File: src/rtl/wb_fifo_device.sv
// Wishbone B4 classic single-transfer FIFO device.
// Writes push dat_i, reads pop onto dat_o, one registered response each.
module wb_fifo_device #(
  parameter int DAT_WIDTH = 8,
  parameter int DEPTH     = 16,
  parameter int STRICT    = 0
) (
  input  logic                       clk_i,
  input  logic                       rst_i,
  input  logic                       cyc_i,
  input  logic                       stb_i,
  input  logic                       we_i,
  input  logic [DAT_WIDTH-1:0]       dat_i,
  output logic                       ack_o,
  output logic                       err_o,
  output logic                       rty_o,
  output logic [DAT_WIDTH-1:0]       dat_o,
  output logic [$clog2(DEPTH):0]     level_o,
  output logic                       full_o,
  output logic                       empty_o
);

  localparam int PW = $clog2(DEPTH);
  localparam int LW = PW + 1;

  typedef enum logic {
    IDLE = 1'b0,
    RESP = 1'b1
  } state_t;

  state_t               state_q, state_d;
  logic                 ack_q, ack_d;
  logic                 err_q, err_d;
  logic                 rty_q, rty_d;
  logic [DAT_WIDTH-1:0] dat_q, dat_d;
  logic [PW-1:0]        wr_ptr_q, wr_ptr_d;
  logic [PW-1:0]        rd_ptr_q, rd_ptr_d;
  logic [LW-1:0]        level_q, level_d;
  logic                 full_q, full_d;
  logic                 empty_q, empty_d;
  logic                 push;

  logic [DAT_WIDTH-1:0] mem [DEPTH];

  always_comb begin
    state_d  = state_q;
    ack_d    = 1'b0;
    err_d    = 1'b0;
    rty_d    = 1'b0;
    dat_d    = '0;
    wr_ptr_d = wr_ptr_q;
    rd_ptr_d = rd_ptr_q;
    level_d  = level_q;
    push     = 1'b0;
    unique case (state_q)
      IDLE: begin
        if (cyc_i && stb_i) begin
          state_d = RESP;
          if (we_i) begin
            if (!full_q) begin
              push     = 1'b1;
              ack_d    = 1'b1;
              wr_ptr_d = wr_ptr_q + 1'b1;
              level_d  = level_q + 1'b1;
            end else begin
              err_d = (STRICT != 0);
              rty_d = (STRICT == 0);
            end
          end else begin
            if (!empty_q) begin
              ack_d    = 1'b1;
              dat_d    = mem[rd_ptr_q];
              rd_ptr_d = rd_ptr_q + 1'b1;
              level_d  = level_q - 1'b1;
            end else begin
              err_d = (STRICT != 0);
              rty_d = (STRICT == 0);
            end
          end
        end
      end
      RESP: state_d = IDLE;
      default: state_d = IDLE;
    endcase
    full_d  = (level_d == LW'(DEPTH));
    empty_d = (level_d == '0);
  end

  always_ff @(posedge clk_i or posedge rst_i) begin
    if (rst_i) begin
      state_q  <= IDLE;
      ack_q    <= 1'b0;
      err_q    <= 1'b0;
      rty_q    <= 1'b0;
      dat_q    <= '0;
      wr_ptr_q <= '0;
      rd_ptr_q <= '0;
      level_q  <= '0;
      full_q   <= 1'b0;
      empty_q  <= 1'b1;
    end else begin
      state_q  <= state_d;
      ack_q    <= ack_d;
      err_q    <= err_d;
      rty_q    <= rty_d;
      dat_q    <= dat_d;
      wr_ptr_q <= wr_ptr_d;
      rd_ptr_q <= rd_ptr_d;
      level_q  <= level_d;
      full_q   <= full_d;
      empty_q  <= empty_d;
    end
  end

  // Storage is never reset; gate writes so an aborted request leaves it alone.
  always_ff @(posedge clk_i) begin
    if (push && !rst_i) begin
      mem[wr_ptr_q] <= dat_i;
    end
  end

  assign ack_o   = ack_q;
  assign err_o   = err_q;
  assign rty_o   = rty_q;
  assign dat_o   = dat_q;
  assign level_o = level_q;
  assign full_o  = full_q;
  assign empty_o = empty_q;

endmodule

File: config.mk
export PLATFORM = sky130hd
export DESIGN_NAME = wb_fifo_device
export DESIGN_NICKNAME = d
export VERILOG_FILES = /design/src/rtl/wb_fifo_device.sv
export SDC_FILE = /design/constraint.sdc
export NUM_CORES = 1
export LEC_CHECK = 0
export BUFFER_PORTS_ARGS = -buffer_cell sky130_fd_sc_hd__buf_2
export CAP_MARGIN = 20
export CORE_MARGIN = 2
export CORE_UTILIZATION = 55
export CTS_BUF_LIST = sky130_fd_sc_hd__clkbuf_4 sky130_fd_sc_hd__clkbuf_8
export DETAILED_ROUTE_END_ITERATION = 10
export PLACE_DENSITY_LB_ADDON = 0.3
export SLEW_MARGIN = 20
export SYNTH_ARGS = -nofsm -noshare
export SYNTH_HDL_FRONTEND = slang
export SYNTH_SLANG_ARGS = --single-unit
File: constraint.sdc
create_clock -name clk_i -period 4.18 [get_ports clk_i]
set_input_delay 0.627 -clock clk_i [delete_from_list [all_inputs] [get_ports clk_i]]
set_output_delay 0.627 -clock clk_i [all_outputs]
set_load 0.005 [all_outputs]
=== Word level (Yosys, flattened, before mapping) ===
Memory sizes are Yosys's and may differ from the RTL's.
Index checks and enable logic that the tools add are counted.

* Input port bits: 13
* Output and inout port bits: 18
* Memories kept: 1
* Register bits: 26
* Bits in writable memories: 128

* Multiplexer cells: 26
* $add $sub $neg: 4
* Bitwise operators: 4
* Reduce and logical (&&, ||, !) cells: 6
* Equal/unequal tests: 1

{| class="wikitable"
|+ Memory list
! name !! words !! width !! rd ports !! clocked after memory_dff !! wr ports !! line !! RTL
|-
| mem || 16 || 8 || 1 || 0 || 1 || 43 || <nowiki>logic [DAT_WIDTH-1:0] mem [DEPTH];</nowiki>
|}

{| class="wikitable"
|+ Operators by type and width
! operator !! number
|-
| two-way mux 8 bit || 4
|-
| two-way mux 5 bit || 5
|-
| two-way mux 1 bit || 16
|-
| adder 4 x 1 -> 4 bit (second input constant) || 2
|-
| AND reduction 4 bit || 2
|-
| adder 5 x 1 -> 5 bit (second input constant) || 1
|-
| == test 5 bit (second input constant) || 1
|-
| zero test 5 bit || 1
|-
| subtractor 5 x 1 -> 5 bit (second input constant) || 1
|-
| NOT 1 bit || 4
|-
| logical AND 1 bit || 2
|-
| case mux 1 bit (2 select lines) || 1
|-
| zero test 1 bit || 1
|}

=== Longest topological paths before layout ===
Gate-level depths: netlist (run 1).

* Depth after elaboration: 7
* Mapped depth: 7
* Mapped depth without buffers: 7

=== Least setup slack after synthesis (run 1) ===
Ideal clock, no wire load.

* Path kind: input-to-reg
* Start: in rst_i
* End: mem mem[5][0] (enable)
* Library setup time: 0.370 ns
* Stages on the path: 3
* Path slack: 1.918 ns
* Path buffers: 0
* Arrival time: 1.891 ns
* Required time: 3.810 ns
* Cell sequence: inv_1 -> nand3b_1 -> nor2_1

* Word-level cells in the longest chain between the ends: 4

{| class="wikitable"
|+ RTL lines
! item !! line !! RTL
|-
| start, declared || 9 || <nowiki>input logic rst_i,</nowiki>
|-
| zero test 1 bit || 117 || <nowiki>if (push && !rst_i) begin</nowiki>
|-
| logical AND 1 bit || 117 ||
|-
| two-way mux 1 bit || 117 ||
|-
| two-way mux 1 bit (implied by the code) || 118 || <nowiki>mem[wr_ptr_q] <= dat_i;</nowiki>
|-
| end, declared || 43 ||
|}

Every way passes these cells.

=== Worst setup path after layout (run 1) ===
* Start: reg full_q, in the netlist full_o
* End: mem mem[13][0] (enable)

* Word-level cells in the longest chain between the ends: 7

{| class="wikitable"
|+ RTL lines
! item !! line !! RTL
|-
| start, declared || 39 || <nowiki>logic full_q, full_d;</nowiki>
|-
| start signal, assigned || 110 || <nowiki>full_q <= full_d;</nowiki>
|-
| two-way mux 1 bit || 60 || <nowiki>if (!full_q) begin</nowiki>
|-
| two-way mux 1 bit || 59 || <nowiki>if (we_i) begin</nowiki>
|-
| two-way mux 1 bit || 57 || <nowiki>if (cyc_i && stb_i) begin</nowiki>
|-
| two-way mux 1 bit || 55 || <nowiki>unique case (state_q)</nowiki>
|-
| logical AND 1 bit || 117 ||
|-
| two-way mux 1 bit || 117 ||
|-
| two-way mux 1 bit (implied by the code) || 118 ||
|}

Every way passes these cells.

==> impl_metrics.tcl, run 1 <==
set metrics [dict create \
    clock.fmax_mhz 384 \
    numPortBuffers 29 \
    yosysUniqueCellTypes 38 \
    rows 38 \
    power.density_nw_per_um2 591 \
    final-setup-viol-count 0 \
    synthesis.area_um2 6100 \
    num_vias 2931 \
    placedCellCount 469 \
    post-synth-top-area-fraction_pct 63.0 \
    grt_max_degree 29 \
    seq_area_um2 4500 \
    layoutNonFillerInstCount 501 \
    dpl_cell_area_um2 6340 \
    count_of_inserted_antenna_diode_cells 0 \
    holdBufCountCts 0 \
    timing_hold_violations_final 0 \
    crit_fanout 8 \
    grt_usage_pct 21.0 \
    initialDrtViolationCount 328 \
    number_of_top_level_design_ports 31 \
    design.die.area_um2 11900 \
    clkPwrFrac_pct 29.0 \
    drt_first_pass_iters 4 \
    postCtsResizedCells 0 \
    reg2reg_from "full_o" \
    routed_wirelength_um 11200 \
    cts-root-buf "sky130_fd_sc_hd__clkbuf_8" \
    drive_above_1_share_pct 29.1 \
    post-synth-top-area-cell "sky130_fd_sc_hd__edfxtp_1" \
    die_w_um 109 \
    post-cts-setup-buffer-count 0 \
    p_sw_mw 1.19 \
    yosys-top-cells-area "sky130_fd_sc_hd__edfxtp_1 63%, sky130_fd_sc_hd__mux4_2 12%, sky130_fd_sc_hd__dfrtp_1 10%" \
    critPathRequiredTime_ns 4.24 \
    startpoint_type "flop" \
    part_of_the_yosys_area_used_for_sequential_elements_pct 73.7 \
    layout.cell_area.non_filler_um2 6760 \
    grt_pass1_vias 3040 \
    synth_commonest_cells "128 x sky130_fd_sc_hd__edfxtp_1, 32 x sky130_fd_sc_hd__mux4_2, 25 x sky130_fd_sc_hd__dfrtp_1, 18 x sky130_fd_sc_hd__nor2_1, 17 x sky130_fd_sc_hd__mux2i_1" \
    drcViolationCount 0 \
    cts-buffers-inserted 17 \
    place_congestion 0.809 \
    max-cap-violations 0 \
    relSlewSlack_pct 36.1 \
    depth_of_the_cts_h_tree 4 \
    setup_total_negative_slack_ns 0 \
    wl_per_cell_um 22.4 \
    worst_margin_slew_ns 0.959 \
    total_power_mw 4.00 \
    syn_area_per_cell_um2 19.6 \
    critPathKind "reg -> reg" \
    synthCells 311 \
    count_of_final_max_slew_check_failures 0 \
    share_of_synthesized_registers_carrying_an_async_set_or_reset_pct 16.9 \
    holdCritPathClass "in -> async" \
    synth_edf_count 128 \
    synthMostInstantiatedCell "sky130_fd_sc_hd__edfxtp_1" \
    clk_transition_reported_paths_ns 0.09 \
    startpoint_of_the_most_critical_setup_path "full_o" \
    number_of_antenna_violations_at_the_first_check_in_global_routing 0 \
    area_delta_synth_final_pct 10.9 \
    clock_path_buffers 2 \
    clock_insertion_delay_worst_skew_ns 0.44 \
    final.fill_count 750 \
    postSynthRegisterBits 154 \
    total_leakage_power_nw 2.33 \
    final_net_count 368 \
    cp_data_arrival_time_ns 2.66 \
    grt-ovfl-total 0 \
    die_height_um 109 \
    p_int_mw 2.80 \
    unrepaired_setup_endpoints_after_global_routing "false" \
    skew_ns 0.0156 \
    fp.coreArea_um2 10800 \
    r2r_setup_slack_ns 1.58 \
    postSynth.topFlopCell "sky130_fd_sc_hd__edfxtp_1" \
    setup.worst_path.end_class "flop" \
    grt_first_pass_wirelength_um 17500 \
    combPwrFrac_pct 22.6 \
    syn-num-nets 331 \
    ant_nets 0 \
    period_needed_ns 2.60 \
    cts_tree "yes" \
    via_count_normalized_by_instance_count 5.85 \
    cts_sinks 154 \
    power.ir.vdd_worst_uv 244 \
    power_switching_share_pct 29.9 \
    multiInputGateArea_um2 1480 \
    status "completed" \
    power.sequential.fraction_pct 48.3 \
    floorplan.initialDensity_pct 56.2 \
    synth-warning-count 0 \
    dp_hpwl_um 7420 \
    period_utilization_post_route_pct 62.2 \
]
cell usage in the layout (no fill, tap or decap), types with 2 or more instances in the layout:
| cell | synthesis | final |
|---|---|---|
| sky130_fd_sc_hd__edfxtp_1 | 128 | 128 |
| sky130_fd_sc_hd__buf_4 | 2 | 3 |
| sky130_fd_sc_hd__nor3_1 | 4 | 4 |
| sky130_fd_sc_hd__xor2_1 | 3 | 3 |
| sky130_fd_sc_hd__mux4_2 | 32 | 32 |
| sky130_fd_sc_hd__ha_1 | 7 | 7 |
| sky130_fd_sc_hd__clkbuf_8 | 0 | 18 |
| sky130_fd_sc_hd__inv_1 | 6 | 6 |
| sky130_fd_sc_hd__nand3_1 | 2 | 2 |
| sky130_fd_sc_hd__a21oi_1 | 4 | 4 |
| sky130_fd_sc_hd__mux2i_1 | 17 | 17 |
| sky130_fd_sc_hd__inv_6 | 0 | 7 |
| sky130_fd_sc_hd__nor2b_1 | 3 | 3 |
| sky130_fd_sc_hd__xnor2_1 | 6 | 6 |
| sky130_fd_sc_hd__nand2_1 | 9 | 9 |
| sky130_fd_sc_hd__dfrtp_1 | 25 | 24 |
| sky130_fd_sc_hd__nand3b_1 | 3 | 3 |
| sky130_fd_sc_hd__nor2_1 | 18 | 18 |
| sky130_fd_sc_hd__inv_8 | 0 | 3 |
| sky130_fd_sc_hd__o22ai_1 | 8 | 8 |
| sky130_fd_sc_hd__bufinv_16 | 0 | 2 |
| sky130_fd_sc_hd__nand4_1 | 4 | 4 |
| sky130_fd_sc_hd__nand2b_1 | 2 | 2 |
| sky130_fd_sc_hd__buf_2 | 6 | 29 |
power by group through the flow:
stage | sequential (mW) | clock [mW] | combinational, mW
floorplan | 1.86 | 0 | 0.771
global placement | 1.96 | 0 | 0.894
detailed placement | 1.97 | 0 | 0.915
CTS | 1.93 | 1.18 | 0.919
global route | 1.96 | 1.25 | 0.985
finish | 1.93 | 1.16 | 0.905
worst paths after layout:
kind                                to  cells after the start
max reg2reg                 mem[13][0]                      4
min                        wr_ptr_q[1]                      3
min reg2reg                 level_o[4]                      1
max                         mem[13][0]                      4
max in group asynchronous      empty_o                      3
min in group clk_i          level_o[4]                      1
sequential cells by signal, indices dropped and copies added (netlist names):
name,flops
dat_o,8
rd_ptr_q,4
full_o,1
rty_o,1
wr_ptr_q,4
empty_o,1
ack_o,1
level_o,5
state_q,1
mem,128
area by class of cell:
class                      instances  share of cell area, %
clock inverter                    14                   2.52
clock buffer                      18                   3.66
multi-input combinational        137                   21.9
sequential                       154                   66.5
inverter                           6                  0.333
timing repair buffer              32                   2.48
tap                              140                   2.59
per-stage QoR:
stage | utilization [%] | hold slack (ns) | worst slack (ns)
floorplan | - | 0.477 | 1.92
global placement | 58.5 | 0.477 | 1.32
detailed placement | 58.5 | 0.494 | 1.17
CTS | 62.4 | 0.263 | 1.59
global route | 62.4 | 0.279 | 1.39
finish | 62.4 | 0.277 | 1.58
worst max-delay path, cell delays in order, from the launching register on:
cell and delay, ns:
sky130_fd_sc_hd__dfrtp_1 0.46, sky130_fd_sc_hd__nor2b_1 0.21, sky130_fd_sc_hd__nor2b_1 0.62, sky130_fd_sc_hd__nand2_1 0.31
sky130_fd_sc_hd__nor2_1 0.63
metal layers:
| metal | global-route usage [%] | routed length [um] |
|---|---|---|
| met4 | 7.14 | 86 |
| met1 | 31.5 | 5010 |
| met5 | 0 | 0 |
| met3 | 5.04 | 878 |
| met2 | 30.7 | 5240 |
cell families after synthesis:
group           share of synthesized area [%]
buf+inv                                  1.97
other cells                            0.0615
simple gates                             4.62
fa+ha+maj                                1.44
xor+xnor                                 1.56
mux                                      14.8
flops                                    73.7
compound gates                           1.83
(Power assumes the default switching activity.)
==> run 2, diff against run 1 <==
--- a/config.mk
+++ b/config.mk
@@ -5,6 +5,7 @@
 export SDC_FILE = /design/constraint.sdc
 export NUM_CORES = 1
 export LEC_CHECK = 0
+export ABC_AREA = 1
 export BUFFER_PORTS_ARGS = -buffer_cell sky130_fd_sc_hd__buf_2
 export CAP_MARGIN = 20
 export CORE_MARGIN = 2
==> constraint.sdc (replaced) <==
create_clock -name clk_i -period 2.3 [get_ports clk_i]
set_input_delay 0.345 -clock clk_i [delete_from_list [all_inputs] [get_ports clk_i]]
set_output_delay 0.345 -clock clk_i [all_outputs]
set_load 0.005 [all_outputs]
==> impl_metrics.tcl, run 2 <==
set metrics [dict create \
    status "completed" \
    unrepaired_setup_endpoints_after_global_routing "false" \
    detailedPlace.worstSlack_ns 0.594 \
    placedCellCount 726 \
    period_needed_ns 1.75 \
    startpoint_type "input pin" \
    numPortBuffers 29 \
    routed_wirelength_um 13800 \
    initialDrtViolationCount 359 \
    post-synth-top-area-fraction_pct 60.0 \
    grt-ovfl-total 0 \
    max-cap-violations 0 \
    postSynthRegisterBits 154 \
    worst_margin_slew_ns 0.586 \
    critPathKind "in -> reg" \
    critical_path.slowest_cell "sky130_fd_sc_hd__dlygate4sd3_1" \
    power.ir.vdd_worst_uv 621 \
    drive_above_1_share_pct 16.7 \
    die_height_um 112 \
    largest_register_ff_count 128 \
    p_sw_mw 2.79 \
    wl_per_cell_um 18.1 \
    period_utilization_post_route_pct 75.9 \
    count_of_final_max_slew_check_failures 0 \
    clk_transition_reported_paths_ns 0.08 \
    layoutNonFillerInstCount 759 \
    yosysUniqueCellTypes 28 \
    synth-warning-count 0 \
    clock_insertion_delay_worst_skew_ns 0.45 \
    most_common_library_cell_in_the_layout_ignoring_fill_and_taps "sky130_fd_sc_hd__nor2_1" \
    number_of_top_level_design_ports 31 \
    num_vias 4201 \
    final_core_util_pct 62.9 \
    timing_hold_violations_final 0 \
    r2r_setup_slack_ns 0.61 \
    count_of_inserted_antenna_diode_cells 0 \
    rows 39 \
    syn-num-nets 574 \
    crit_fanout 10 \
    drcViolationCount 0 \
    share_of_synthesized_registers_carrying_an_async_set_or_reset_pct 16.9 \
    post-synth-top-area-cell "sky130_fd_sc_hd__edfxtp_1" \
    via_count_normalized_by_instance_count 5.53 \
    postSynth.topFlopCell "sky130_fd_sc_hd__edfxtp_1" \
    worst_hold_slack_ns 0.207 \
    final_net_count 623 \
    total_power_mw 7.80 \
    critPathRequiredTime_ns 2.45 \
    power.sequential.fraction_pct 42.6 \
    p_int_mw 5.01 \
    syn_area_per_cell_um2 11.6 \
    synthMostInstantiatedCell "sky130_fd_sc_hd__nor2_1" \
    fp.coreArea_um2 11400 \
    power_switching_share_pct 35.7 \
    cts-buffers-inserted 17 \
    cts_sinks 154 \
    max_flop_register "mem" \
    critical_path_buf_inv_count 4 \
    layout_common_cells "135 x sky130_fd_sc_hd__nor2_1, 128 x sky130_fd_sc_hd__edfxtp_1, 67 x sky130_fd_sc_hd__nand2_1" \
    yosys-top-cells-area "sky130_fd_sc_hd__edfxtp_1 60%, sky130_fd_sc_hd__dfrtp_1 9.8%, sky130_fd_sc_hd__nor2_1 7.9%" \
    cts-root-buf "sky130_fd_sc_hd__clkbuf_8" \
    setup_total_negative_slack_ns 0 \
    dpl_cell_area_um2 6780 \
    synthCells 554 \
    total_leakage_power_nw 2.73 \
    setup_ws_ns 0.554 \
    floorplan.initialDensity_pct 56.1 \
    power.density_nw_per_um2 1090 \
    combPwrFrac_pct 31.6 \
    grt_pass1_vias 4133 \
    ant_nets 0 \
    clock.fmax_mhz 573 \
    part_of_the_yosys_area_used_for_sequential_elements_pct 70.1 \
    number_of_antenna_violations_at_the_first_check_in_global_routing 0 \
    synth_commonest_cells "135 x sky130_fd_sc_hd__nor2_1, 128 x sky130_fd_sc_hd__edfxtp_1, 67 x sky130_fd_sc_hd__nand2_1, 36 x sky130_fd_sc_hd__o21ai_0, 32 x sky130_fd_sc_hd__nand3_1" \
    drt_first_pass_iters 6 \
    dp_hpwl_um 8860 \
    layout.cell_area.non_filler_um2 7190 \
    synthesis.area_um2 6410 \
    clock_path_buffers 2 \
    grt_max_degree 49 \
    grt_first_pass_wirelength_um 21500 \
    design.die.area_um2 12500 \
    cells_traversed_along_the_worst_timing_path "dlygate4sd3_1 -> buf_2 -> inv_1 -> nand3_1 -> nor2_1 -> buf_4" \
    cp_data_arrival_time_ns 1.90 \
    synth_edf_count 128 \
    relSlewSlack_pct 60.7 \
    die_w_um 112 \
    skew_ns 0.0139 \
    holdCritPathClass "in -> reg" \
    final-setup-viol-count 0 \
    area_delta_synth_final_pct 12.1 \
    setup.worst_path.end_class "flop" \
    place_congestion 0.893 \
    cts_tree "yes" \
    clkPwrFrac_pct 25.8 \
    critPathMaxStageDelay_ns 0.54 \
    depth_of_the_cts_h_tree 4 \
    cell_type_group_with_the_largest_total_delay_on_the_critical_path "buffers and inverters" \
    grt_usage_pct 23.0 \
]
[run 2: changes by cell type after synthesis, sizes merged, moves of 24 or more]
cell,delta
o21ai,+58
nand2,+59
nand3,+31
nor2,+120
mux4,-32
inv,+24
[run 2: area by class of cell]
| type | instances | area, um^2 |
|---|---|---|
| Inverter | 32 | 120 |
| Sequential cell | 154 | 4500 |
| Clock buffer | 19 | 249 |
| Tap cell | 143 | 179 |
| Multi-Input combinational cell | 341 | 1610 |
| Fill cell | 905 | 4230 |
| Timing Repair Buffer | 57 | 383 |
| Clock inverter | 13 | 146 |
[run 2: routing by layer]
layer / routed length, um / vias to the layer above / track usage [%]
li1: - / 1994 / -
met1: 6020 / 2028 / 31.5
met2: 6650 / 152 / 36.4
met3: 766 / 27 / 4.95
met4: 316 / 0 / 9.19
met5: 0 / - / 0
[run 2: worst reg2reg max path, stage by stage (launching register included)]
cell and delay (ns):
sky130_fd_sc_hd__dfrtp_1 0.38, sky130_fd_sc_hd__inv_1 0.07, sky130_fd_sc_hd__nand2_1 0.13, sky130_fd_sc_hd__nor2_4 0.24, sky130_fd_sc_hd__nand2_1 0.23, sky130_fd_sc_hd__nor2_1 0.16
sky130_fd_sc_hd__buf_4 0.19
[run 2: what timing repair did]
action / 4_1_cts / 5_1_grt
endpoints found under the setup margin: 0 / 0
hold buffers: 1 / 0
gates resized for setup: 0 / 0
hold endpoints to repair: 4 / 0
buffers inserted: 0 / 0
[run 2: final timing paths]
path / end / start / depth (start not counted)
setup / recovery: mem[9][6] / rst_i / 6
hold / removal: rty_o / cyc_i / 3
setup reg to reg: mem[11][4] / full_o / 6
hold reg to reg: state_q / state_q / 1
max in group asynchronous: empty_o / rst_i / 4
min in group asynchronous: dat_o[2] / rst_i / 3
[run 2: power groups by stage]
stage	Clock (mW)	Combinational [mW]	Sequential, mW
floorplan	0	1.86	3.35
global placement	0	2.38	3.38
detailed placement	0	2.44	3.38
CTS	2.03	2.46	3.32
global route	2.15	2.74	3.34
finish	2.01	2.46	3.33
[run 2: cell families after synthesis]
logic type / count (synthesis) / synth area share [%]
other cells: 1 / 0.0585
xor+xnor: 6 / 0.820
flops: 154 / 70.1
simple gates: 244 / 15.5
compound gates: 83 / 7.42
fa+ha+maj: 7 / 1.37
buf+inv: 59 / 4.72
==> run 3, diff against run 2 <==
==> constraint.sdc (replaced) <==
create_clock -name clk_i -period 1.65 [get_ports clk_i]
set_input_delay 0.2475 -clock clk_i [delete_from_list [all_inputs] [get_ports clk_i]]
set_output_delay 0.2475 -clock clk_i [all_outputs]
set_load 0.005 [all_outputs]
==> impl_metrics.tcl, run 3 (synthesis gave the netlist of run 2 again) <==
set metrics [dict create \
    via_count_normalized_by_instance_count 5.44 \
    numPortBuffers 29 \
    clock_insertion_delay_worst_skew_ns 0.44 \
    period_needed_ns 1.54 \
    critPathMaxStageDelay_ns 0.41 \
    die_w_um 112 \
    skew_ns 0.00896 \
    clock.fmax_mhz 649 \
    clk_transition_reported_paths_ns 0.08 \
    grt_pass1_vias 4108 \
    worst_hold_slack_ns 0.122 \
    grt_usage_pct 22.9 \
    startpoint_type "flop" \
    grt_first_pass_wirelength_um 21500 \
    wl_per_cell_um 17.4 \
    seq_area_um2 4500 \
    power.ir.vdd_worst_uv 893 \
    timing_hold_violations_final 0 \
    most_common_library_cell_in_the_layout_ignoring_fill_and_taps "sky130_fd_sc_hd__nor2_1" \
    initialDrtViolationCount 394 \
    period_utilization_post_route_pct 93.4 \
    fp.coreArea_um2 11400 \
    cts-root-buf "sky130_fd_sc_hd__clkbuf_8" \
    cp_data_arrival_time_ns 1.69 \
    layout_common_cells "135 x sky130_fd_sc_hd__nor2_1, 128 x sky130_fd_sc_hd__edfxtp_1, 67 x sky130_fd_sc_hd__nand2_1" \
    number_of_antenna_violations_at_the_first_check_in_global_routing 0 \
    count_of_inserted_antenna_diode_cells 0 \
    holdCritPathClass "in -> reg" \
    setup.worst_path.end_class "flop" \
    largest_register_ff_count 128 \
    unrepaired_setup_endpoints_after_global_routing "false" \
    setup_total_negative_slack_ns 0 \
    critPathKind "reg -> reg" \
    total_power_mw 10.8 \
    num_vias 4154 \
    ant_nets 0 \
    cts-buffers-inserted 17 \
    routed_wirelength_um 13300 \
    grt-ovfl-total 0 \
    drt_first_pass_iters 5 \
    status "completed" \
    rows 39 \
    multiInputGateArea_um2 1610 \
    postCtsResizedCells 0 \
    place_congestion 0.903 \
    crit_fanout 8 \
    area_delta_synth_final_pct 12.9 \
    clock_path_buffers 2 \
    final_net_count 628 \
    power.density_nw_per_um2 1490 \
    drcViolationCount 0 \
    depth_of_the_cts_h_tree 4 \
    final-setup-viol-count 0 \
    max_flop_register "mem" \
    design.die.area_um2 12500 \
    floorplan.initialDensity_pct 56.1 \
    final.fill_count 884 \
    critical_path.slowest_cell "sky130_fd_sc_hd__dfrtp_1" \
    drive_above_1_share_pct 17.6 \
    total_leakage_power_nw 2.76 \
    dp_hpwl_um 8770 \
    count_of_final_max_slew_check_failures 0 \
    number_of_top_level_design_ports 31 \
    critPathRequiredTime_ns 1.80 \
    max-cap-violations 0 \
    cts_sinks 154 \
    cts_tree "yes" \
    cells_traversed_along_the_worst_timing_path "inv_1 -> nand3_2 -> nor2_4 -> nand2_1 -> nor2_1 -> buf_4" \
    die_height_um 112 \
    grt_max_degree 59 \
]
-- run 3: final timing paths --
check	to	slack, ns	start	cells after the start
setup / recovery	mem[5][5]	0.11	state_q	6
hold / removal	rty_o	0.12	cyc_i	3
setup reg to reg	mem[5][5]	0.11	state_q	6
hold reg to reg	state_q	0.52	state_q	1
max in group asynchronous	empty_o	0.82	rst_i	4
min in group asynchronous	dat_o[4]	0.29	rst_i	3
-- run 3: layout make-up --
| type | count | share of cell area, % |
|---|---|---|
| Sequential cell | 154 | 62.1 |
| Clock inverter | 14 | 1.59 |
| Clock buffer | 18 | 3.34 |
| Timing Repair Buffer | 62 | 6.50 |
| Multi-Input combinational cell | 341 | 22.3 |
| Tap cell | 143 | 2.47 |
| Inverter | 32 | 1.71 |
-- run 3: power by group --
group	total, mW	internal, mW	leakage, nW	switching, mW
sequential	4.62	4.43	1.47	0.191
clock	2.53	1.09	0.179	1.44
combinational	3.62	1.32	1.11	2.30
total	10.8	6.84	2.76	3.93
-- run 3: worst max-delay path, delay by kind of cell, from the launching register on --
| family | cells | cell delay, ns |
|---|---|---|
| buffers and inverters | 2 | 0.28 |
| flip-flops | 1 | 0.41 |
| AND/OR/NAND/NOR | 4 | 0.56 |
-- run 3: stage by stage --
| step | std cells | utilization [%] | cell area, um^2 | setup slack [ns] |
|---|---|---|---|---|
| floorplan | 554 | - | 6410 | 0.0177 |
| global placement | 731 | 60.2 | 6870 | 0.149 |
| detailed placement | 731 | 60.2 | 6870 | 0.126 |
| CTS | 764 | 63.4 | 7240 | 0.118 |
| global route | 764 | 63.4 | 7240 | 0.000183 |
| finish | 764 | 63.4 | 7240 | 0.108 |
-- run 3: what timing repair did --
action	4_1_cts	5_1_grt
hold buffers	1	0
setup buffers	0	0
hold endpoints to repair	9	0
-- run 3: layer usage --
layer | routed length (um) | GRT usage, %
met3 | 820 | 5.39
met2 | 6670 | 37.0
met5 | 0 | 0
met4 | 217 | 7.72
met1 | 5630 | 31.3
